### src/rtl/bp_cfg_sequencer.sv
// ============================================================================
// Module   : bp_cfg_sequencer
// Purpose  : Boot-time cfg master that freezes, programs, loads CCE microcode
//            into and unfreezes every core over one valid/ready cfg link.
// Revision : 1.0
// ============================================================================
`default_nettype none

module bp_cfg_sequencer #(
  parameter int          num_core_p        = 1,
  parameter int          cfg_core_width_p  = 8,
  parameter int          cfg_addr_width_p  = 16,
  parameter int          cfg_data_width_p  = 64,
  parameter int          cce_pc_width_p    = 8,
  parameter int          cce_instr_width_p = 48,
  parameter logic [63:0] reset_pc_p        = 64'h8000_0000
) (
  input  logic                         clk_i,
  input  logic                         reset_i,
  input  logic                         start_i,
  output logic                         busy_o,
  output logic                         done_o,
  output logic                         cfg_v_o,
  input  logic                         cfg_ready_i,
  output logic [cfg_core_width_p-1:0]  cfg_core_o,
  output logic [cfg_addr_width_p-1:0]  cfg_addr_o,
  output logic [cfg_data_width_p-1:0]  cfg_data_o,
  output logic [cce_pc_width_p-1:0]    rom_addr_o,
  input  logic [cce_instr_width_p-1:0] rom_data_i
);

  localparam int c_CORE_W = (num_core_p > 1) ? $clog2(num_core_p) : 1;
  localparam logic [c_CORE_W-1:0] c_LAST_CORE = c_CORE_W'(num_core_p - 1);

  localparam logic [cfg_addr_width_p-1:0] c_ADDR_FREEZE   = cfg_addr_width_p'(16'h0001);
  localparam logic [cfg_addr_width_p-1:0] c_ADDR_RESET_PC = cfg_addr_width_p'(16'h0002);
  localparam logic [cfg_addr_width_p-1:0] c_ADDR_CORE_ID  = cfg_addr_width_p'(16'h0003);
  localparam logic [cfg_addr_width_p-1:0] c_ADDR_CCE_MODE = cfg_addr_width_p'(16'h0004);
  localparam logic [cfg_addr_width_p-1:0] c_ADDR_UCODE    = cfg_addr_width_p'(16'h8000);

  localparam logic [3:0] c_ST_IDLE  = 4'd0;
  localparam logic [3:0] c_ST_FRZ   = 4'd1;
  localparam logic [3:0] c_ST_PC    = 4'd2;
  localparam logic [3:0] c_ST_ID    = 4'd3;
  localparam logic [3:0] c_ST_FETCH = 4'd4;
  localparam logic [3:0] c_ST_UCODE = 4'd5;
  localparam logic [3:0] c_ST_MODE  = 4'd6;
  localparam logic [3:0] c_ST_UNFRZ = 4'd7;
  localparam logic [3:0] c_ST_DONE  = 4'd8;

  logic [3:0]                   r_state;
  logic [c_CORE_W-1:0]          r_core;
  logic [cce_pc_width_p-1:0]    r_pc;
  logic [cce_instr_width_p-1:0] r_ucode;
  logic                         w_hs;
  logic                         w_last_core;

  assign w_hs        = cfg_v_o & cfg_ready_i;
  assign w_last_core = (r_core == c_LAST_CORE);
  assign rom_addr_o  = r_pc;
  assign busy_o      = (r_state != c_ST_IDLE) && (r_state != c_ST_DONE);
  assign done_o      = (r_state == c_ST_DONE);

  always_ff @(posedge clk_i) begin
    if (reset_i) begin
      r_state <= c_ST_IDLE;
      r_core  <= '0;
      r_pc    <= '0;
      r_ucode <= '0;
    end else begin
      case (r_state)
        c_ST_IDLE, c_ST_DONE: begin
          if (start_i) begin
            r_state <= c_ST_FRZ;
            r_core  <= '0;
            r_pc    <= '0;
          end
        end
        c_ST_FRZ: begin
          if (w_hs) begin
            if (w_last_core) begin
              r_core  <= '0;
              r_state <= c_ST_PC;
            end else begin
              r_core <= r_core + c_CORE_W'(1);
            end
          end
        end
        c_ST_PC: begin
          if (w_hs) r_state <= c_ST_ID;
        end
        c_ST_ID: begin
          if (w_hs) begin
            r_state <= c_ST_FETCH;
            r_pc    <= '0;
          end
        end
        c_ST_FETCH: begin
          r_ucode <= rom_data_i;
          r_state <= c_ST_UCODE;
        end
        c_ST_UCODE: begin
          // Last-word test is all-ones so the pc never wraps back to zero.
          if (w_hs) begin
            if (&r_pc) begin
              r_state <= c_ST_MODE;
            end else begin
              r_pc    <= r_pc + cce_pc_width_p'(1);
              r_state <= c_ST_FETCH;
            end
          end
        end
        c_ST_MODE: begin
          if (w_hs) begin
            if (w_last_core) begin
              r_core  <= '0;
              r_state <= c_ST_UNFRZ;
            end else begin
              r_core  <= r_core + c_CORE_W'(1);
              r_state <= c_ST_PC;
            end
          end
        end
        c_ST_UNFRZ: begin
          if (w_hs) begin
            if (w_last_core) begin
              r_core  <= '0;
              r_state <= c_ST_DONE;
            end else begin
              r_core <= r_core + c_CORE_W'(1);
            end
          end
        end
        default: r_state <= c_ST_IDLE;
      endcase
    end
  end

  // Payload is a pure decode of held state, so it cannot move during a stall.
  always_comb begin
    cfg_v_o    = 1'b0;
    cfg_core_o = '0;
    cfg_addr_o = '0;
    cfg_data_o = '0;
    case (r_state)
      c_ST_FRZ: begin
        cfg_v_o    = 1'b1;
        cfg_core_o = cfg_core_width_p'(r_core);
        cfg_addr_o = c_ADDR_FREEZE;
        cfg_data_o = cfg_data_width_p'(1);
      end
      c_ST_PC: begin
        cfg_v_o    = 1'b1;
        cfg_core_o = cfg_core_width_p'(r_core);
        cfg_addr_o = c_ADDR_RESET_PC;
        cfg_data_o = cfg_data_width_p'(reset_pc_p);
      end
      c_ST_ID: begin
        cfg_v_o    = 1'b1;
        cfg_core_o = cfg_core_width_p'(r_core);
        cfg_addr_o = c_ADDR_CORE_ID;
        cfg_data_o = cfg_data_width_p'(r_core);
      end
      c_ST_UCODE: begin
        cfg_v_o    = 1'b1;
        cfg_core_o = cfg_core_width_p'(r_core);
        cfg_addr_o = c_ADDR_UCODE + cfg_addr_width_p'(r_pc);
        cfg_data_o = cfg_data_width_p'(r_ucode);
      end
      c_ST_MODE: begin
        cfg_v_o    = 1'b1;
        cfg_core_o = cfg_core_width_p'(r_core);
        cfg_addr_o = c_ADDR_CCE_MODE;
        cfg_data_o = cfg_data_width_p'(1);
      end
      c_ST_UNFRZ: begin
        cfg_v_o    = 1'b1;
        cfg_core_o = cfg_core_width_p'(r_core);
        cfg_addr_o = c_ADDR_FREEZE;
        cfg_data_o = '0;
      end
      default: begin
        cfg_v_o = 1'b0;
      end
    endcase
  end

endmodule

`default_nettype wire

### config.mk
export PLATFORM = sky130hd
export DESIGN_NAME = bp_cfg_sequencer
export DESIGN_NICKNAME = d
export VERILOG_FILES = /design/src/rtl/bp_cfg_sequencer.sv
export SDC_FILE = /design/constraint.sdc
export NUM_CORES = 1
export LEC_CHECK = 0
export BUFFER_PORTS_ARGS = -buffer_cell sky130_fd_sc_hd__buf_2
export CORE_MARGIN = 5
export CORE_UTILIZATION = 45
export DETAILED_ROUTE_END_ITERATION = 10
export PLACE_DENSITY = 0.79
export SYNTH_ARGS = -nofsm -noshare
export SYNTH_HDL_FRONTEND = slang
export SYNTH_SLANG_ARGS = --single-unit
export TNS_END_PERCENT = 10
### constraint.sdc
create_clock -name clk_i -period 2 [get_ports clk_i]
set_input_delay 0.2 -clock clk_i [delete_from_list [all_inputs] [get_ports clk_i]]
set_output_delay 0.2 -clock clk_i [all_outputs]
set_load 0.01 [all_outputs]
==> reports/summary.txt, run 1 <==
Outcome - finished, final reports clean
Hold path startpoint - reset_i
Area share of the largest cell type after synthesis - 39.6%
Synthesized flop and latch total - 60
Total global routing overflow - 0
Critical path origin - r_state[3]$_SDFFE_PP0P_
RePlAce Congestion - 0.855
Count leader, synth - nand2_1
Period Utilization, post-route - 94.8%
Total CTS buffers - 9
Vias in the first global route - 2702
Power Internal - 2180 uW
Residual DRC - 0
Synth cell count leaders - nand2_1, dfxtp_1, a21oi_1
Largest net degree at the start of global routing - 54
Initial antenna violation count - 2
Synth Instances - 400
Worst Skew - 5.22 ps
Critical setup path kind - register to output pin
Gr usage total - 17.9%
CP max FO - 26
Post-synth cell types - 42
Slew HR - 57.3%
Share of cells above drive strength 1 - 29.1%
Largest cells by area after synthesis - dfxtp_1, nand2_1, and2_1, a21oi_1, buf_4
Clk sinks - 60
Clk buf depth - 2
Post-route ant nets - 0
Average wire per standard cell - 13.1 um
DRT iter0 DRCs - 100
Port bufs - 119
Startpoint Class - register
Ys flop type - dfxtp_1
Pwr Total - 2980 uW
Leakage - 0.00172 uW
Worst skew pair latency - 330 ps
Reg-to-Reg Start - r_state[1]$_SDFFE_PP0P_
# setup viols final - 0
Vias/cell - 4.96
Tmin final - 1900 ps
Core box area - 0.00668 mm2
YS warnings - 0
Final wirelength - 7800 um
Htree depth - 3
Reg clk slew, reported paths - 60 ps
Max Cap Violations - 0
Horiz. Die Dim - 92.1 um
Psw - 806 uW
Worst EP required - 1800 ps
EDFF count, synth - 0
First-pass GRT wire length - 12200 um
CP Capture Type - output pin
Syn_area_per_cell - 7.59 um2
Initial Utilization - 45.4%
Crit path DAT - 1700 ps
Final slew viol count - 0
Switching Share - 27.0%
I/O Pins - 151
Hpwl dp - 5330 um
Setup Fix Bufs, Post-CTS - 0
Yosys top cell by area - dfxtp_1
Die area - 0.00849 mm2
Worst VDD drop - 0.594 mV
CTS tree - yes
Part of the power in registers - 42.9%
P&R area growth vs syn - 26.1%
Die Ht - 92.1 um
First-pass detailed-route iteration total - 5
Row Count - 30
Hold buffer count at cts - 0
Logic gate share of total power - 17.2%
Sequential element share of the synthesized area - 39.6%
Hold slack - 91.9 ps
Final Hold Fails - 0
Least-Margin Pin Slew - 635 ps
Nets - 564
Via count - 2957
Mapped Area - 0.00304 mm2
Worst hold path type - input pin to register
Fmax - 0.528 GHz
Clock power share - 39.9%
Clock Tree Root - clkbuf_8
FFs w/ async S/R, synth - 0%
P per Cell Area - 779 mW/mm2
Diode count - 0
==> worst paths after layout <==
kind	end	slack (ps)	cells after the start
worst max register to register	rom_addr_o[3]$_SDFFE_PP0P_	200	4
worst min-delay path	r_state[0]$_SDFFE_PP0P_	90	2
worst max-delay path	cfg_data_o[37]	100	5
worst min register to register	r_ucode[1]$_SDFFE_PP0P_	450	2
==> area by class of cell <==
cell class / instances / area [um2]
Clock buffer: 12 / 145
Fill cell: 641 / 2850
Multi-Input combinational cell: 309 / 1590
Inverter: 3 / 11.3
Tap cell: 80 / 100
Sequential cell: 60 / 1200
Timing Repair Buffer: 128 / 706
Clock inverter: 4 / 72.6
==> stage by stage <==
stage / util [%] / instances / setup TNS, ps / setup slack (ps) / cell area, um2
detailed placement: 53.6 / 579 / 0 / 223 / 3580
finish: 57.3 / 596 / 0 / 104 / 3830
CTS: 56.9 / 595 / 0 / 10.2 / 3800
floorplan: - / 430 / 0 / 463 / 3150
global placement: 53.6 / 579 / 0 / 287 / 3580
global route: 57.3 / 596 / -239 / -15.0 / 3830
==> state kept, by name (all words and copies together) (netlist names) <==
name,flops
r_state,4
r_ucode,48
rom_addr_o,8
==> layout by cell type, fill, tap and decap left out, types with 4 or more instances in the layout <==
master | netlist | final
or3_1 | 4 | 4
dfxtp_1 | 60 | 59
a21oi_1 | 57 | 57
nand2_1 | 99 | 99
nor2b_1 | 6 | 6
nor2_1 | 10 | 10
buf_2 | 4 | 119
and2_1 | 52 | 52
o31ai_1 | 4 | 4
nand3_1 | 4 | 4
clkbuf_8 | 0 | 10
conb_1 | 1 | 31
buf_4 | 33 | 6
==> per-layer routing <==
metal  share of wire (%)  track usage, %  up-vias
met3                  10            9.19       10
li1                    -               -     1479
met2                  49            30.2      107
met4                0.68            4.46        4
met5                0.19               0        -
met1                  40            19.8     1357
==> kinds of logic after synthesis <==
logic type / count (synthesis) / share of synthesized area [%]
simple gates: 198 / 32.5
compound gates: 77 / 14.5
buf+inv: 61 / 12.0
flops: 60 / 39.6
xor+xnor: 2 / 0.824
fa+ha+maj: 1 / 0.412
other cells: 1 / 0.123
==> timing repair <==
action,in CTS,in global routing
gates cloned,0,1
setup endpoints to repair,11,51
resized for setup,1,2
==> critical path: stages, from the launching register on <==
cell and delay [ps]:
dfxtp_1 390, nand4bb_2 340, inv_2 170, clkbuf_16 200, and2_1 140, buf_2 120
==> power groups by stage <==
stage	sequential (uW)	clock [uW]	combinational, uW
finish	1280	1190	513
detailed placement	1300	0	505
CTS	1280	1220	508
global placement	1300	0	496
floorplan	1290	0	413
global route	1290	1280	576
(Power assumes the default switching activity.)
==> run 2, diff against run 1 <==
==> constraint.sdc (replaced) <==
create_clock -name clk_i -period 2.42 [get_ports clk_i]
set_input_delay 0.242 -clock clk_i [delete_from_list [all_inputs] [get_ports clk_i]]
set_output_delay 0.242 -clock clk_i [all_outputs]
set_load 0.01 [all_outputs]
==> run 2 against run 1 <==
Worst setup slack better by 130 ps. Via count is 1.2% lower. Total power is 20% lower. Global-route usage decreased by 0.21 points. Clock power is 22% lower. Critical path depth unchanged. Clock skew grew 2.3 ps. Sequential share of layout area is 0.65 points higher. Register-to-register slack improved by 290 ps. Combinational power fell by 26%. Sequential cell count unchanged.
==> reports/summary.txt, run 2 (synthesis gave the netlist of run 1 again) <==
Outcome - finished, final reports clean
Residual DRC - 0 (unchanged)
Cells on Worst Hold Path - 3 (+1)
Worst EP required - 2180 ps (+380 ps)
RSZ-0062 raised after global routing - false
First-pass detailed-route iteration total - 4 (-1)
Hpwl dp - 5410 um (+1.5%)
Hold path startpoint - rom_data_i[36]
Reg-to-Reg Start - r_state[0]$_SDFFE_PP0P_
Worst Hold End - r_ucode[36]$_SDFFE_PP0P_
Reg clk slew, reported paths - 70 ps (about the same)
Die Ht - 92.1 um (unchanged)
Clock Tree Root - clkbuf_8
Post-route ant nets - 0 (unchanged)
CP Capture Type - output pin
Via count - 2921 (-1.2%)
CP Buf/Inv Count - 3 (unchanged)
Clk buf depth - 2 (unchanged)
DRT met1 WL - 3160 um (+1.9%)
Tmin final - 2190 ps
Power Internal - 1730 uW (-21%)
Fill cells - 651 (+1.6%)
Worst Skew - 7.55 ps (+2.33 ps)
Post-CTS Resized - 0 (-1)
Part of the power in registers - 45.2% (+2.3 points)
WL met3 - 711 um (-9.7%)
Largest net degree at the start of global routing - 54 (unchanged)
# setup viols final - 0 (unchanged)
Internal reg-to-reg setup slack - 490 ps (+290 ps)
Hold buffer count at cts - 0 (unchanged)
First-pass GRT wire length - 12200 um (-0.39%)
Gr usage total - 17.7% (-0.21 points)
P per Cell Area - 639 mW/mm2 (-18%)
Die area - 0.00849 mm2 (unchanged)
Crit path DAT - 1950 ps (+250 ps)
Switching Share - 27.9% (+0.87 points)
Post-Layout Cell Count - 590 (-1.0%)
Port bufs - 119 (unchanged)
Max Cap Violations - 0 (unchanged)
RR Endpoint - rom_addr_o[5]$_SDFFE_PP0P_
Met2 WL post-DR - 3770 um (-2.0%)
Vias/cell - 4.95 (-0.21%)
P&R area growth vs syn - 23.4%
Fmax - 0.457 GHz
Max reg flops - 48 (unchanged)
Pwr Total - 2390 uW (-20%)
Most frequent cells in the layout - buf_2, nand2_1, dfxtp_1
Multi-input combinational cell area - 0.00159 mm2 (-0.31%)
Row Count - 30 (unchanged)
Setup Fix Bufs, Post-CTS - 0 (unchanged)
Nets - 559 (-0.89%)
Total CTS buffers - 9 (unchanged)
Leading cell type in the layout, fill and taps excluded - buf_2
Delay-heaviest family, CP - flip-flops
Leakage - 0.00168 uW (-2.2%)
Final Cell Area - 0.00375 mm2 (-2.1%)
Period Utilization, post-route - 90.5%
Clock power share - 39.0% (-0.9 points)
Total global routing overflow - 0 (unchanged)
Average wire per standard cell - 13.0 um (-0.38%)
Setup TNS Final - 0 ps (unchanged)
Worst VDD drop - 0.459 mV (-23%)
Slowest CP cell - dfxtp_1
Final slew viol count - 0 (unchanged)
Placed Instances - 575 (-0.69%)
Biggest register - r_ucode
DRT iter0 DRCs - 103 (+3.0%)
Diode count - 0 (unchanged)
Share of cells above drive strength 1 - 28.0% (-1.0 points)
Vias in the first global route - 2638 (-2.4%)
Cell Area, Placed - 0.00354 mm2 (-1.2%)
Final wirelength - 7690 um (-1.4%)
Worst path cell trace - nand4bb_1 -> inv_1 -> buf_12 -> and2_1 -> buf_2
Horiz. Die Dim - 92.1 um (unchanged)
I/O Pins - 151 (unchanged)
Worst r2r path cells - 4 (unchanged)
Psw - 668 uW (-17%)
Critical setup path kind - register to output pin
Worst skew pair latency - 330 ps (about the same)
Slew HR - 48.4% (-9.0 points)
Sequential cell area - 0.00120 mm2 (-0.10%)
CP max FO - 53 (+100%)
Core box area - 0.00668 mm2 (unchanged)
Worst hold path type - input pin to register
Critical path's largest stage delay - 670 ps (+280 ps)
Initial Utilization - 45.4% (unchanged)
Clk sinks - 60 (unchanged)
Startpoint Class - register
Htree depth - 3 (unchanged)
CTS tree - yes
Final Hold Fails - 0 (unchanged)
RePlAce Congestion - 0.798 (-6.6%)
Least-Margin Pin Slew - 768 ps (+133 ps)
Initial antenna violation count - 1 (-1)
Logic gate share of total power - 15.8% (-1.4 points)
Highest routed metal layer - met5
-- run 2: cell types whose count changed in the layout (fill, tap and decap cells not counted), sizes merged --
cell | previous run | this run
buf | 127 | 123
bufinv | 2 | 1
clkbuf | 13 | 12
clkinv | 1 | 0
clkinvlp | 1 | 2
-- run 2: worst max path at each step --
stage / startpoint / endpoint / slack, ps / cells past startpoint
2_1_floorplan: r_state[0]$_SDFFE_PP0P_ / rom_addr_o[7]$_SDFFE_PP0P_ / 880 / 6
3_3_place_gp: r_state[0]$_SDFFE_PP0P_ / rom_addr_o[5]$_SDFFE_PP0P_ / 600 / 4
3_5_place_dp: r_state[1]$_SDFFE_PP0P_ / rom_addr_o[5]$_SDFFE_PP0P_ / 540 / 4
4_1_cts: r_state[0]$_SDFFE_PP0P_ / cfg_data_o[22] / 240 / 5
5_1_grt: r_state[0]$_SDFFE_PP0P_ / cfg_data_o[22] / 40 / 5
6_report: r_state[0]$_SDFFE_PP0P_ / cfg_data_o[1] / 230 / 5
-- run 2: layout make-up --
type	count	area share [%]
inverter	3	0.300
multi-input combinational	309	42.4
timing repair buffer	123	17.0
clock buffer	12	4.41
clock inverter	3	1.20
sequential	60	32.0
tap	80	2.67
-- run 2: through the flow --
stage	hold slack, ps	worst slack [ps]	util [%]
after global placement	437	603	53.0
after global routing	137	42.8	56.1
after floorplan	378	883	-
after detailed placement	442	536	53.0
final	145	231	56.1
after CTS	127	239	56.1
-- run 2: power groups by stage --
stage | Clock, uW | Combinational (uW) | Sequential, uW
6_report | 934 | 379 | 1080
2_1_floorplan | 0 | 341 | 1060
4_1_cts | 963 | 379 | 1080
3_3_place_gp | 0 | 370 | 1100
5_1_grt | 1010 | 427 | 1090
3_5_place_dp | 0 | 377 | 1100
-- run 2: layer usage --
metal | up-vias | GRT usage (%)
met5 | - | 0
met4 | 2 | 5.07
met3 | 6 | 7.30
met2 | 106 | 30.2
met1 | 1339 | 20.2
li1 | 1468 | -
-- run 2: worst register-to-register path, delay by kind of cell (launching register included) --
| family | cells | cell delay (ps) |
|---|---|---|
| and+or+nand+nor | 2 | 890 |
| DFF | 1 | 670 |
| AOI/OAI and AO/OA | 2 | 310 |
